==> config.mk <==
export PLATFORM = sky130hd
export DESIGN_NAME = fmap_axis_streamer
export DESIGN_NICKNAME = d
export VERILOG_FILES = /design/src/rtl/fmap_axis_streamer.sv
export SDC_FILE = /design/constraint.sdc
export NUM_CORES = 1
export LEC_CHECK = 0
export CAP_MARGIN = 20
export CORE_MARGIN = 2
export CORE_UTILIZATION = 57
export CTS_CLUSTER_DIAMETER = 30
export DETAILED_ROUTE_END_ITERATION = 6
export PLACE_DENSITY = 0.82
export SLEW_MARGIN = 20
export SYNTH_ARGS = -nofsm -noshare
export SYNTH_HDL_FRONTEND = slang
export SYNTH_SLANG_ARGS = --single-unit
==> constraint.sdc <==
create_clock -name clk -period 6.6 [get_ports clk]
set_input_delay 1.32 -clock clk [delete_from_list [all_inputs] [get_ports clk]]
set_output_delay 1.32 -clock clk [all_outputs]
set_load 0.05 [all_outputs]
==> src/rtl/fmap_axis_streamer.sv <==
// Streams one square feature map from a 1-cycle-latency BRAM read port onto a master AXI-Stream.
// Build macro FMAP_ROW_TLAST_EN: tlast marks the end of every row rather than only the end of the frame.
module fmap_axis_streamer #(
    parameter int unsigned DATA_WIDTH = 16,
    parameter int unsigned ADDR_WIDTH = 14
) (
    input  logic                  clk,
    input  logic                  reset,
    input  logic                  start,
    input  logic [7:0]            Image_size,
    output logic                  busy,
    output logic                  done,
    output logic                  size_err,
    output logic                  bram_en,
    output logic [ADDR_WIDTH-1:0] bram_addr,
    input  logic [DATA_WIDTH-1:0] bram_dout,
    output logic [DATA_WIDTH-1:0] m_axis_tdata,
    output logic                  m_axis_tvalid,
    input  logic                  m_axis_tready,
    output logic                  m_axis_tlast
);
    localparam int unsigned CNT_W = ADDR_WIDTH + 1;

    typedef enum logic [1:0] {IDLE, RUN, DRAIN, FIN} state_t;

    state_t                state;
    state_t                state_nxt;
    logic [CNT_W-1:0]      total_q;
    logic [CNT_W-1:0]      rd_cnt;
    logic                  rd_vld;
    logic                  rd_last;
    logic                  sp_vld;
    logic                  sp_last;
    logic [DATA_WIDTH-1:0] sp_data;
    logic                  size_ok;
    logic                  accept;
    logic                  pop;
    logic                  issue_last;
    logic                  issue_tag;
    logic                  credit_ok;
    logic [1:0]            credit;

    always_comb begin
        size_ok = 1'b0;
        case (Image_size)
            8'd4, 8'd8, 8'd16, 8'd32, 8'd64, 8'd128: size_ok = 1'b1;
            default:                                 size_ok = 1'b0;
        endcase
    end

    assign accept     = (state == IDLE) && start;
    assign pop        = m_axis_tvalid && m_axis_tready;
    assign issue_last = (rd_cnt == total_q - CNT_W'(1));
    assign bram_addr  = rd_cnt[ADDR_WIDTH-1:0];

    // Entries held or returning after this cycle's pop; a new read must still fit in two slots.
    // The read enable is decoded combinationally so a freed slot can be refilled in the same cycle,
    // which is what sustains one beat per clock with only two buffer entries.
    assign credit    = 2'(m_axis_tvalid) + 2'(sp_vld) - 2'(pop) + 2'(rd_vld);
    assign credit_ok = (credit < 2'd2);

`ifdef FMAP_ROW_TLAST_EN
    logic [7:0] size_q;

    always_ff @(posedge clk) begin
        if (reset) begin
            size_q <= 8'd0;
        end else if (accept && size_ok) begin
            size_q <= Image_size;
        end
    end

    assign issue_tag = issue_last || ((8'(rd_cnt) & (size_q - 8'd1)) == (size_q - 8'd1));
`else
    assign issue_tag = issue_last;
`endif

    // State register
    always_ff @(posedge clk) begin
        if (reset) begin
            state <= IDLE;
        end else begin
            state <= state_nxt;
        end
    end

    // Next-state logic
    always_comb begin
        state_nxt = state;
        case (state)
            IDLE:  if (start) state_nxt = size_ok ? RUN : FIN;
            RUN:   if (credit_ok && issue_last) state_nxt = DRAIN;
            DRAIN: if (!rd_vld && !sp_vld && (!m_axis_tvalid || pop)) state_nxt = FIN;
            FIN:   state_nxt = IDLE;
            default: state_nxt = IDLE;
        endcase
    end

    // State-decoded outputs
    always_comb begin
        busy    = 1'b0;
        done    = 1'b0;
        bram_en = 1'b0;
        case (state)
            RUN:     begin busy = 1'b1; bram_en = credit_ok; end
            DRAIN:   busy = 1'b1;
            FIN:     done = 1'b1;
            default: ;
        endcase
    end

    // Frame setup, read counter and read-return tracking
    always_ff @(posedge clk) begin
        if (reset) begin
            total_q  <= '0;
            rd_cnt   <= '0;
            size_err <= 1'b0;
            rd_vld   <= 1'b0;
            rd_last  <= 1'b0;
        end else begin
            rd_vld  <= bram_en;
            rd_last <= bram_en && issue_tag;
            if (accept) begin
                rd_cnt   <= '0;
                size_err <= !size_ok;
                if (size_ok) begin
                    total_q <= CNT_W'(Image_size) * CNT_W'(Image_size);
                end
            end else if (bram_en) begin
                rd_cnt <= rd_cnt + CNT_W'(1);
            end
        end
    end

    // Two-entry output buffer: the head registers are the AXIS outputs, the spare catches a stalled return
    always_ff @(posedge clk) begin
        if (reset) begin
            m_axis_tvalid <= 1'b0;
            m_axis_tdata  <= '0;
            m_axis_tlast  <= 1'b0;
            sp_vld        <= 1'b0;
            sp_data       <= '0;
            sp_last       <= 1'b0;
        end else if (rd_vld) begin
            if (!m_axis_tvalid || (pop && !sp_vld)) begin
                m_axis_tvalid <= 1'b1;
                m_axis_tdata  <= bram_dout;
                m_axis_tlast  <= rd_last;
            end else if (pop) begin
                m_axis_tdata <= sp_data;
                m_axis_tlast <= sp_last;
                sp_data      <= bram_dout;
                sp_last      <= rd_last;
            end else begin
                sp_vld  <= 1'b1;
                sp_data <= bram_dout;
                sp_last <= rd_last;
            end
        end else if (pop) begin
            if (sp_vld) begin
                m_axis_tdata <= sp_data;
                m_axis_tlast <= sp_last;
                sp_vld       <= 1'b0;
            end else begin
                m_axis_tvalid <= 1'b0;
            end
        end
    end

endmodule
# ---- Word level (Yosys, flattened, before mapping)
# Index checks and enable logic that the tools add are counted.
dict set report word_totals {
  ff_bits 71
  latch_bits 0
  ramBits 0
  rom_bits 0
  input_bits 28
  output_inout_bits 36
  word_cells 90
  n_memories 0
}
dict set report classes {
  add_sub_neg 5
  n_mul 1
  div_mod_pow 0
  magnitude_cmp 1
  eq_ne 17
  n_shift 0
  muxes 27
  n_bitwise 1
  reduce_logical 26
}
# op n
set op_table {}
lappend op_table {{16-bit two-way mux} 5}
lappend op_table {{1-bit two-way mux} 17}
lappend op_table {{15-bit by 1-bit adder with 15-bit output (second input constant)} 1}
lappend op_table {{15-bit equality test} 1}
lappend op_table {{8-bit by 8-bit multiplier with 15-bit output} 1}
lappend op_table {{15-bit by 1-bit subtractor with 15-bit output (second input constant)} 1}
lappend op_table {{2-bit inequality test (second input constant)} 6}
lappend op_table {{3-bit AND reduction} 4}
lappend op_table {{8-bit by 3-bit equality test with 1-bit output (second input constant)} 1}
lappend op_table {{8-bit by 4-bit equality test with 1-bit output (second input constant)} 1}
lappend op_table {{8-bit by 5-bit equality test with 1-bit output (second input constant)} 1}
lappend op_table {{8-bit by 6-bit equality test with 1-bit output (second input constant)} 1}
lappend op_table {{8-bit by 7-bit equality test with 1-bit output (second input constant)} 1}
lappend op_table {{8-bit equality test (second input constant)} 1}
lappend op_table {{2-bit two-way mux} 4}
lappend op_table {{2-bit one-hot mux with 4 select lines} 1}
lappend op_table {{1-bit logical AND} 7}
lappend op_table {{2-bit nonzero test} 3}
lappend op_table {{6-bit OR reduction} 1}
lappend op_table {{2-bit equality test (second input constant)} 2}
lappend op_table {{1-bit logical NOT} 4}
lappend op_table {{2-bit AND reduction} 2}
lappend op_table {{2-bit OR reduction} 2}
lappend op_table {{1-bit by 1-bit adder with 2-bit output} 1}
lappend op_table {{other kinds (8)} 9}

# ---- Logic depth before layout (Yosys ltp)
# Gate-level depths: netlist of the first run.
dict set report logic_depth {
  word_depth 7
  ltp_mapped 18
  mapped_depth_nobuf 17
}

# ---- Worst setup path after synthesis of the first run
# No wires, ideal clock.
dict set report synth_path {
  kind {input port to flip-flop}
  startpoint {in Image_size[5]}
  endpoint {reg total_q[13]}
  setup_time_ps 128
  arrival_ps 5287
  required_time_ps 6472
  slack_ps 1186
  path_stages 17
  n_path_buf 1
  cell_sequence {clkbuf_1 inv_1 nor2_1 fa_1 fa_1 inv_1 fa_1 fa_1 inv_1 ha_1 nand3_1 o22ai_1 o41ai_1 o21ai_0 xor2_1 mux2i_1 nor2_1}
}
dict set report synth_via {
  elab_chain_len 4
  word_cells_on_any_way 10
  cone_classes {mul (1); eq/ne (6); mux (1); reduce/logical (2)}
}
# item line_no
set synth_rtl {}
lappend synth_rtl {{start: declaration} 10} ;# input logic [7:0] Image_size,
lappend synth_rtl {{branches (longest 4 deep; another with 8-bit by 8-bit multiplier with 15-bit output)} -}
lappend synth_rtl {{end signal: assignment} 127} ;# total_q <= CNT_W'(Image_size) * CNT_W'(Image_size);
lappend synth_rtl {{end: declaration} 28} ;# logic [CNT_W-1:0] total_q;
# Parallel ways; which one is timed is not known.
# A chain may end at the register's enable or synchronous reset.

# ---- Worst setup path after layout of the first run
dict set report layout_path {
  startpoint {in Image_size[3]}
  endpoint {reg total_q[14]}
}
# The elaborated chain is that of the path after synthesis.

==> metrics.yaml, run 1 <==
sta:
  post-route-min-period_ps: 5778
  tightestPinTransition_ps: 1038
  drv_slew: 0
  maxClockFrequency_ghz: 0.1731
  report.final.setup_viol: 0
  finalSetupTns_ps: 0
  rsz0062_at_grt: "no"
  whs_ps: 495.9
  finalHoldViolCount: 0
  fin_crit_sh: 0.8755
  skew_ps: 6.351
  slew_headroom: 0.3079
synth:
  synthCells: 577
  synth_cell_types: 52
  synth_top_flop_cell: "dfxtp_1"
  ys_seq_area_frac: 0.2732
  yosysWarnings: 0
  synth_edf_count: 0
  synth_area_leaders: "dfxtp_1 27%, fa_1 9.8%, ha_1 9.5%, mux2i_1 9.4%, nor2_1 5.7%"
  synth_top_cell_by_area: "dfxtp_1"
  synth_top_area_frac: 0.2732
  synth_area_um2: 5129
  ys_seq_elements: 70
  synth_commonest_cells: "78 x nor2_1, 70 x dfxtp_1, 54 x inv_1"
  yosysMostFrequentCell: "nor2_1"
  async_flop_share: 0
  syn_avg_cell_area_um2: 8.889
floorplan:
  die_w_um: 98.86
  dieArea_um2: 9772
  pin_count: 64
  coreArea_um2: 8721
  initial_utilization: 0.5881
  fp-row-count: 34
  die_y_um: 98.86
setup_path:
  reg2reg_from: "rd_vld"
  endpoint_kind: "flop"
  required_ps: 6770
  startpoint: "Image_size[3]"
  startpoint_type: "input pin"
  crit_type: "input pin to flop"
  worstPathMaxFanout: 9
  r2r.worst_path.cells: 10
  crit_end: "total_q[14]"
  worstPathArrival_ps: 5950
  rr_endpoint: "rd_cnt[13]"
  r2r_slack_ps: 3780
cells_and_area:
  nets: 710
  areaGrowthSynthToFinish_pct: 14.64
  fill_cells: 736
  drive_gt1_frac: 0.05788
  antenna_cells: 0
cts:
  postCtsHoldBufs: 0
  clock-sinks: 70
  clk_pin_slew_worst_paths_ps: 60
  post_cts_buffers: 0
  cts_root_buf: "clkbuf_8"
  cts_buffers: 9
  htree_levels: 3
  clkLatencyLatePin_ps: 340
  cts_buffer_depth: 2
  tritoncts: "built"
  cts_resized: 0
drt:
  wl_um: 10280
  viasPerCell: 5.427
  drt-pass1-iter-count: 5
  wl_per_cell_um: 14.08
  ant_nets: 0
  vias: 3962
  route.detailed.drc: 0
  drtIter0Drc: 174
status:
  status: "finished, final reports clean"
global_routing:
  grt_max_degree: 58
  antenna_found_initial: 0
  overflow: 0
  grt_pass1_wl_um: 17780
  grt_pass1_vias: 3987
  grt_use_total: 0.2201
power:
  power.leakage_nw: 2.473
  ir_worst_vdd_uv: 126.6
  p_per_area_nw_per_um2: 249.0
placement:
  port_buffers: 63
  place.gp.congestion: 0.8830
  dp_hpwl_um: 7977
worst_hold_path:
  worstHoldPathCells: 2
  min_path_type: "flop to flop"
job:
  maxCapViolations: 0
==> per-stage QoR <==
step / util / area, µm² / power [mW] / cells / setup slack (ps)
CTS: 0.6736 / 5874 / 1.471 / 730 / 822.5
finish: 0.6742 / 5879 / 1.464 / 730 / 821.8
floorplan: - / 5132 / 1.004 / 578 / 1186
global placement: 0.6535 / 5699 / 1.130 / 715 / 653.2
detailed placement: 0.6535 / 5699 / 1.160 / 715 / 458.8
global route: 0.6742 / 5879 / 1.569 / 730 / 513.5
==> layout make-up <==
cell class              instances  area [µm²]  share of cell area
multi-input cells             416        3313              0.5635
clock buffers                  12       155.1             0.02639
repair buffers                 66       648.1              0.1102
clock inverters                 3       20.02            0.003405
well taps                     108       135.1             0.02298
inverters                      55       206.4             0.03511
flip-flops and latches         70        1401              0.2383
==> cell usage in the layout (no fill, tap or decap), types with 4 or more instances in the layout <==
cell,Yosys,layout
a211oi_1,19,19
a211oi_2,4,4
a21oi_1,13,12
and2_1,16,16
and3_1,4,4
clkbuf_8,0,11
clkdlybuf4s50_1,0,62
dfxtp_1,70,70
fa_1,25,25
ha_1,39,39
inv_1,54,54
mux2i_1,48,48
nand2_1,23,23
nand2b_1,12,12
nand3_1,7,6
nor2_1,78,78
nor2b_1,9,9
nor3_1,10,9
o21ai_0,12,12
xnor2_1,29,29
xor2_1,18,18
==> cells by family (layout without fill, tap and decap cells) <==
group / Yosys count / count (layout) / share of synthesized area
mux: 48 / 48 / 0.09368
flops: 70 / 70 / 0.2732
xor+xnor: 47 / 47 / 0.08026
other cells: 1 / 2 / 0.0007312
simple gates: 187 / 187 / 0.1835
compound gates: 68 / 68 / 0.09173
buf+inv: 92 / 136 / 0.08416
fa+ha+maj: 64 / 64 / 0.1927
==> registers in the layout (all words and copies together), names as in the netlist <==
name	cells
rd_last	1
m_axis_tlast	1
m_axis_tdata	16
m_axis_tvalid	1
total_q	14
size_err	1
rd_vld	1
state	2
rd_cnt	15
sp_data	16
sp_last	1
sp_vld	1
==> report_power, final <==
part	switching [mW]	total (mW)	internal (mW)
registers	0.0224	0.466	0.444
clock network	0.155	0.310	0.154
logic	0.401	0.688	0.287
total	0.579	1.46	0.885
==> per-layer routing <==
metal  vias up  share of wire  global-route usage
met5         -              0                   0
met4         0         0.0076             0.05690
met3         7          0.036             0.03759
met2        74           0.52              0.3976
met1      1896           0.44              0.2710
li1       1985              -                   -
==> worst max-delay path, stage by stage <==
cell             delay [ps]
clkdlybuf4s50_1         660
inv_1                   150
nor2_1                  230
fa_1                    480
fa_1                    540
inv_1                    60
fa_1                    510
fa_1                    550
inv_1                    40
ha_1                    340
o21ai_0                 110
nand2b_1                110
o311ai_0                120
o21ai_0                 190
o31a_1                  280
xnor2_1                 180
a211oi_2                 80
==> how the worst min path moves through the flow <==
stage,startpoint,to
after floorplan,rd_last,sp_last
after CTS,m_axis_tlast,m_axis_tlast
after global placement,sp_data[11],sp_data[11]
after global routing,m_axis_tdata[14],m_axis_tdata[14]
final,m_axis_tlast,m_axis_tlast
after detailed placement,sp_data[9],sp_data[9]
(Power assumes the default switching activity.)
==> run 2: changes to the inputs <==
Settings changed: CORE_ASPECT_RATIO from default to 0.5.
==> run 2 against run 1 <==
  * Critical path depth unchanged
  * Combinational power down 1%
  * Clock power up 71%
  * Hold slack worse by 2.5 ps
  * Non-clock buffer count up 1
  * Core utilization up 2.1 points
  * Sequential cell count unchanged
  * Clock skew up 0.90 ps
  * Via count down 0.86%
  * Final area up 2.9%
  * Count of clock-buffer cells in the layout down 3
  * Critical endpoint is now total_q[13]
==> metrics.yaml, run 2 (synthesis results as in run 1) <==
cts:
  post_cts_buffers: 0
  postCtsHoldBufs: 0
  cts_buffer_depth: 2
  htree_levels: 3
  clk_pin_slew_worst_paths_ps: 60
  cts_buffers: 9
  cts_resized: 0
  clkLatencyLatePin_ps: 330
  cts_root_buf: "clkbuf_16"
  tritoncts: "built"
  clock-sinks: 70
cells_and_area:
  final_cell_mix: "78 x nor2_1, 70 x dfxtp_1, 62 x clkdlybuf4s50_1, 54 x inv_1, 48 x mux2i_1"
  nets: 711
  fill_cells: 719
  final_common_cell: "nor2_1"
  reg_top3: "m_axis_tdata x16, sp_data x16, rd_cnt x15"
  antenna_cells: 0
  drive_gt1_frac: 0.06090
  areaGrowthSynthToFinish_pct: 17.98
  fin_util: 0.6948
floorplan:
  pin_count: 64
  coreArea_um2: 8708
  fp-row-count: 24
  initial_utilization: 0.5889
  die_w_um: 138.1
  die_y_um: 71.08
  dieArea_um2: 9819
global_routing:
  grt_pass1_wl_um: 17280
  grt_use_total: 0.2139
  antenna_found_initial: 0
  grt_pass1_vias: 3780
  grt_max_degree: 58
  overflow: 0
setup_path:
  crit_type: "input pin to flop"
  worstPathMaxFanout: 12
  startpoint: "Image_size[5]"
  endpoint_kind: "flop"
  required_ps: 6780
  startpoint_type: "input pin"
  crit_slowest_cell: "clkdlybuf4s50_1"
  crit_end: "total_q[13]"
  reg2reg_from: "rd_vld"
  cp_common_cell: "fa_1"
  rr_endpoint: "rd_cnt[13]"
  r2r_slack_ps: 3780
  worstPathArrival_ps: 5980
  path_cells: "clkdlybuf4s50_1 > inv_1 > nor2_1 > fa_1 > fa_1 > inv_1 > fa_1 > fa_1 > inv_1 > ha_1 > nand3_1 > o22ai_1 > o41ai_1 > o21ai_0 > xor2_1 > mux2i_1 > nor2_1"
  r2r.worst_path.cells: 10
  cpPeakStageDelay_ps: 690
sta:
  maxClockFrequency_ghz: 0.1723
  tightestPinTransition_ps: 1033
  skew_ps: 7.255
  post-route-min-period_ps: 5803
  finalSetupTns_ps: 0
  fin_crit_sh: 0.8792
  rsz0062_at_grt: "no"
  slew_headroom: 0.3111
  report.final.setup_viol: 0
  drv_slew: 0
  finalHoldViolCount: 0
power:
  p_per_area_nw_per_um2: 276.9
  power.leakage_nw: 2.555
  ir_worst_vdd_uv: 171.9
  power.total_mw: 1.675
placement:
  place.gp.congestion: 0.8254
  port_buffers: 63
  dp_hpwl_um: 7605
status:
  status: "finished, final reports clean"
drt:
  ant_nets: 0
  vias: 3928
  wl_per_cell_um: 13.72
  drt-pass1-iter-count: 5
  viasPerCell: 5.301
  route.detailed.drc: 0
  drtIter0Drc: 175
  wl_um: 10170
worst_hold_path:
  min_path_type: "flop to flop"
job:
  maxCapViolations: 0
[run 2: metal layers]
metal,vias to the layer above,part of all wire,GRT usage,wire length [µm]
met5,-,0,0,0
met4,0,0.0074,0.05329,75
met3,6,0.034,0.04265,344
met2,75,0.48,0.3724,4901
met1,1849,0.48,0.2781,4848
li1,1998,-,-,-
[run 2: worst min path at each step]
stage	startpoint	end	cells past startpoint
finish	m_axis_tdata[5]	m_axis_tdata[5]	2
global route	m_axis_tdata[3]	m_axis_tdata[3]	2
CTS	sp_data[6]	sp_data[6]	2
detailed placement	sp_data[6]	sp_data[6]	2
global placement	sp_data[4]	sp_data[4]	2
floorplan	rd_last	sp_last	2
[run 2: final cells by class]
type                    count  area, µm²  area share
clock buffers               9      225.2     0.03722
multi-input cells         416       3308      0.5467
flip-flops and latches     70       1401      0.2316
well taps                 117      146.4     0.02419
inverters                  55      206.4     0.03412
repair buffers             67      659.4      0.1090
clock inverters             7      103.9     0.01716
[run 2: report_power, final]
group	total (mW)	internal [mW]	switching, mW
logic	0.679	0.286	0.393
registers	0.466	0.444	0.0218
clock network	0.530	0.336	0.194
total	1.68	1.07	0.609
[run 2: worst max-delay path: cells and delay by family]
family	cells	cell delay, ps
AO/OA/AOI/OAI	3	670
XOR/XNOR	1	160
adder cells (fa/ha/maj)	5	2390
buffers and inverters	4	950
multiplexers	1	130
AND/OR/NAND/NOR	3	360
[run 2: stage by stage]
| stage | worst slack [ps] | hold WS, ps | std cells | area (µm²) |
|---|---|---|---|---|
| final | 797.4 | 493.4 | 741 | 6051 |
| after detailed placement | 435.7 | 485.7 | 724 | 5710 |
| after global routing | 426.4 | 521.0 | 741 | 6051 |
| after CTS | 785.0 | 499.9 | 740 | 6040 |
| after global placement | 564.3 | 474.6 | 724 | 5710 |
| after floorplan | 1186 | 460.1 | 578 | 5132 |
